===== src/rtl/ad9226_axis_packer.sv =====
// ad9226_axis_packer: decimates ADC eoc frames into a 2-slot buffer and streams
// each 4-channel frame as four sign-extended AXI-Stream beats.
module ad9226_axis_packer #(
  parameter int ADC_DATA_WIDTH  = 12,
  parameter int AXIS_DATA_WIDTH = 16
) (
  input  logic                       clk,
  input  logic                       rst,
  input  logic                       eoc,
  input  logic [ADC_DATA_WIDTH-1:0]  data_in0,
  input  logic [ADC_DATA_WIDTH-1:0]  data_in1,
  input  logic [ADC_DATA_WIDTH-1:0]  data_in2,
  input  logic [ADC_DATA_WIDTH-1:0]  data_in3,
  input  logic                       enable,
  input  logic [15:0]                decimation,
  output logic [AXIS_DATA_WIDTH-1:0] m_axis_tdata,
  output logic [1:0]                 m_axis_tuser,
  output logic                       m_axis_tvalid,
  input  logic                       m_axis_tready,
  output logic                       m_axis_tlast,
  output logic                       overflow,
  output logic [15:0]                overflow_count
);
  typedef enum logic {IDLE, SEND} state_t;
  state_t state;
  logic eoc_q, wr_ptr, rd_ptr;
  logic [15:0] dec_cnt;
  logic [1:0] count, count_n, beat;
  logic [ADC_DATA_WIDTH-1:0] fifo [2][4];
  logic [ADC_DATA_WIDTH-1:0] head;
  logic eoc_rise, qual, hs, last_hs, store, drop;
  assign eoc_rise = eoc & ~eoc_q;
  assign qual     = enable & eoc_rise & (dec_cnt == 16'd0);
  assign hs       = m_axis_tvalid & m_axis_tready;
  assign last_hs  = hs & (beat == 2'd3);
  // a full buffer still accepts when its head frame retires in the same cycle
  assign store    = qual & ((count != 2'd2) | last_hs);
  assign drop     = qual & ~store;
  assign count_n  = count + {1'b0, store} - {1'b0, last_hs};
  assign head     = fifo[rd_ptr][beat];
  assign m_axis_tvalid = state == SEND;
  assign m_axis_tdata  = m_axis_tvalid ? AXIS_DATA_WIDTH'($signed(head)) : '0;
  assign m_axis_tuser  = beat;
  assign m_axis_tlast  = m_axis_tvalid & (beat == 2'd3);
  always_ff @(posedge clk or posedge rst) begin
    if (rst) begin
      state          <= IDLE;
      eoc_q          <= 1'b0;
      dec_cnt        <= '0;
      count          <= '0;
      wr_ptr         <= 1'b0;
      rd_ptr         <= 1'b0;
      beat           <= '0;
      overflow       <= 1'b0;
      overflow_count <= '0;
    end else begin
      eoc_q   <= eoc;
      dec_cnt <= !enable ? 16'd0 : !eoc_rise ? dec_cnt : (dec_cnt == 16'd0) ? decimation : dec_cnt - 16'd1;
      count   <= count_n;
      wr_ptr  <= wr_ptr ^ store;
      rd_ptr  <= rd_ptr ^ last_hs;
      beat    <= hs ? beat + 2'd1 : beat;
      state   <= (count_n != 2'd0) ? SEND : IDLE;
      if (drop) begin
        overflow <= 1'b1;
        if (overflow_count != 16'hFFFF) overflow_count <= overflow_count + 16'd1;
      end
    end
  end
  always_ff @(posedge clk) begin
    if (store) begin
      fifo[wr_ptr][0] <= data_in0;
      fifo[wr_ptr][1] <= data_in1;
      fifo[wr_ptr][2] <= data_in2;
      fifo[wr_ptr][3] <= data_in3;
    end
  end
endmodule


===== config.mk =====
export PLATFORM = sky130hd
export DESIGN_NAME = ad9226_axis_packer
export DESIGN_NICKNAME = d
export VERILOG_FILES = /design/src/rtl/ad9226_axis_packer.sv
export SDC_FILE = /design/constraint.sdc
export NUM_CORES = 1
export LEC_CHECK = 0
export ABC_AREA = 1
export BUFFER_PORTS_ARGS = -buffer_cell sky130_fd_sc_hd__buf_2
export CAP_MARGIN = 20
export CORE_ASPECT_RATIO = 0.7
export CORE_MARGIN = 8
export CORE_UTILIZATION = 40
export DETAILED_ROUTE_END_ITERATION = 8
export PLACE_DENSITY = 0.69
export SLEW_MARGIN = 5
export SYNTH_ARGS = -nofsm -noshare
export SYNTH_HDL_FRONTEND = slang
export SYNTH_SLANG_ARGS = --single-unit

===== constraint.sdc =====
create_clock -name clk -period 8.9 [get_ports clk]
set_clock_uncertainty 0.15 [all_clocks]
set_input_delay 0.89 -clock clk [delete_from_list [all_inputs] [get_ports clk]]
set_output_delay 0.89 -clock clk [all_outputs]
set_load 0.1 [all_outputs]

==> impl_metrics.ini <==
[run_status]
status = complete, no violations

[yosys]
synthTopCellsByArea = edfxtp_1, dfrtp_1, nand2_1
synth.top_cell.area_share = 0.439
synth_cells = 695
postSynthRegisterBits = 137
yosysTopAreaCell = edfxtp_1
synthesis.area_um2 = 6570
yosys_warnings = 0
synthesis.nets = 770
yosysUniqueCellTypes = 31
synth.yosys.seq_area_share = 0.595
post_synth.cell_area_avg_um2 = 9.46

[sta]
tightestPinTransition_ns = 0.989
setup_viol = 0
finalHoldViolCount = 0
slew-limit-headroom = 0.340
period_needed_ns = 3.97
period_share = 0.446
max_freq_mhz = 252
total_negative_slack_for_setup_checks_ns = 0
rsz0062_at_grt = false
timing.final.max_slew_violations = 0
holdWs_ns = 0.307

[worst_setup_path]
critPathCaptureType = output pin
cp_max_fo = 49
worstSetupStartpointType = register
worst_ep_required_time_ns = 7.86
crit_arrival_ns = 2.93
critical_path.reg2reg.startpoint = m_axis_tuser[1]
crit_type = register to output pin
timing.rr.end = fifo[0][19]
ff2ff_setup_slack_ns = 5.59
r2r.worst_path.cells = 9

[place]
gp_routability_congestion = 0.890
dpl-instance-area_um2 = 7260
half_perimeter_wire_length_after_placement_mm = 11.0
place.detailed.instances = 1000
io_buffers = 105

[worst_hold_path]
timing.hold.worst.class = register to register
worstHoldPathCells = 1
timing.hold.worst.start = overflow
hold_critical_path_endpoint = overflow

[drt]
postRouteAntennaNets = 0
first_pass_iteration_count_of_the_detailed_router = 5
drt-initial-drc-count = 474
drc_errors = 0
viasPerCell = 4.95
routedWlPerCell_um = 15.4
finalWirelength_mm = 15.9
route.vias.total = 5113

[power]
post-layout-total-power_w = 0.00316
internal_power_w = 0.00158
pwr_density_cell_nw_per_um2 = 402
ir_drop_v = 0.000376
comb_power_share = 0.508
total_leakage_power_nw = 3.41
p_seq_frac = 0.268
switching_share = 0.500
clock_power_share = 0.224
switchingPower_w = 0.00158

[clock_tree]
cts.path.max_buffers = 2
clock_insertion_delay_worst_skew_ns = 0.41
postCtsSetupRepairBufs = 0
clock-sinks = 137
clk_pin_slew_worst_paths_ns = 0.05
clock_tree_from_tritoncts = built
cts_resized = 0
cts_buffers = 17
root_buffer = clkbuf_16
cts_htree_levels = 4
cts_hold_bufs = 0

[floorplanning]
initial_core_util = 0.406
die_w_um = 169
fp.dieH_um = 123
fp.dieArea_um2 = 20900
floorplan_row_count = 39
core_area_um2 = 16200
num_io_pins = 106

[global_route]
grt_start_max_net_pins = 50
grt_pass1_wl_mm = 25.0
global_route.overflow_total = 0
via_count_of_the_first_global_routing_pass = 4801
grt_antenna_before_repair = 5
groute.usage.overall = 0.155

[run]
drv_cap = 0

[finish]
finalInstanceArea_um2 = 7860
drive_above_1_share = 0.200
final_cells = 1032
flow.area_growth_from_synthesis_pct = 19.6
fillers = 1549
final_net_count = 869
synthesized netlist by cell type, drive strengths merged:
library cell,number
edfxtp,96
clkbuf,15
o21ai,59
nand2,170
buf,16
mux2,1
inv,44
dfrtp,41
nor2,132
xor2,7
nand3,51
ha,6
nand4,7
or2,1
xnor2,7
nor3,1
clkinv,1
o211ai,12
o22ai,12
nand3b,16
critical path: stages, from the launching register on:
cell and delay [ns]:
dfrtp_1 0.35, buf_4 0.28, inv_1 0.36, buf_4 0.42
nor2_1 0.08, o211ai_1 0.18, nand2_1 0.07, nor2_1 0.27
buf_2 0.49
flip-flops by register name, summed over array words and instances, names as in the netlist:
register and count:
rd_ptr 1, count 2, wr_ptr 1, m_axis_tuser 2, eoc_q 1, m_axis_tvalid 1
overflow_count 16, fifo 96, overflow 1, dec_cnt 16
cell usage in the layout, fill, tap and decap left out, types with 7 or more instances in the layout:
master,count
nand2_1,166
nor2_1,119
buf_2,105
edfxtp_1,96
o21ai_0,54
nand3_1,48
inv_1,41
dfrtp_1,41
clkbuf_16,17
nand3b_1,16
o22ai_1,12
o211ai_1,12
nor2_2,9
xnor2_1,7
nand4_1,7
xor2_1,7
how the worst max path moves through the flow:
stage | from | end
floorplan | m_axis_tuser[1] | fifo[1][0]
global placement | rd_ptr | m_axis_tdata[13]
detailed placement | rd_ptr | m_axis_tdata[12]
CTS | rd_ptr | m_axis_tdata[12]
global route | rd_ptr | m_axis_tdata[14]
finish | rd_ptr | m_axis_tdata[12]
cell families after synthesis:
| group | after synthesis | synth area share |
|---|---|---|
| AO/OA/AOI/OAI | 83 | 0.0701 |
| buffers and inverters | 76 | 0.0516 |
| AND/OR/NAND/NOR | 378 | 0.252 |
| adder cells (fa/ha/maj) | 6 | 0.0114 |
| flip-flops | 137 | 0.595 |
| XOR/XNOR | 14 | 0.0187 |
| multiplexers | 1 | 0.00171 |
power groups by stage:
stage	Clock, W	Combinational (W)	Sequential (W)
finish	0.000708	0.00161	0.000847
detailed placement	0	0.00160	0.000857
global placement	0	0.00159	0.000857
CTS	0.000720	0.00161	0.000846
global route	0.000749	0.00174	0.000860
floorplan	0	0.00128	0.000905
cell type report:
class | count | area, um2 | share of cell area
repair buffers | 111 | 571 | 0.0726
diodes | 2 | 5.00 | 0.000637
clock inverters | 11 | 155 | 0.0197
multi-input cells | 482 | 2330 | 0.297
well taps | 225 | 282 | 0.0358
inverters | 45 | 169 | 0.0215
clock buffers | 19 | 433 | 0.0551
flip-flops and latches | 137 | 3910 | 0.498
through the flow:
step                utilization  setup slack [ns]
finish                    0.485              4.93
global route              0.485              4.71
CTS                       0.485              4.95
detailed placement        0.448              5.41
global placement          0.448              5.44
floorplan                     -              3.81
per-layer routing:
metal / global-route usage / vias up / wire (um)
li1: - / 2530 / -
met4: 0.0419 / 8 / 131
met5: 0 / - / 55
met1: 0.215 / 2394 / 7770
met3: 0.0587 / 17 / 1250
met2: 0.222 / 164 / 6690
Power figures use the tool's default switching activity.
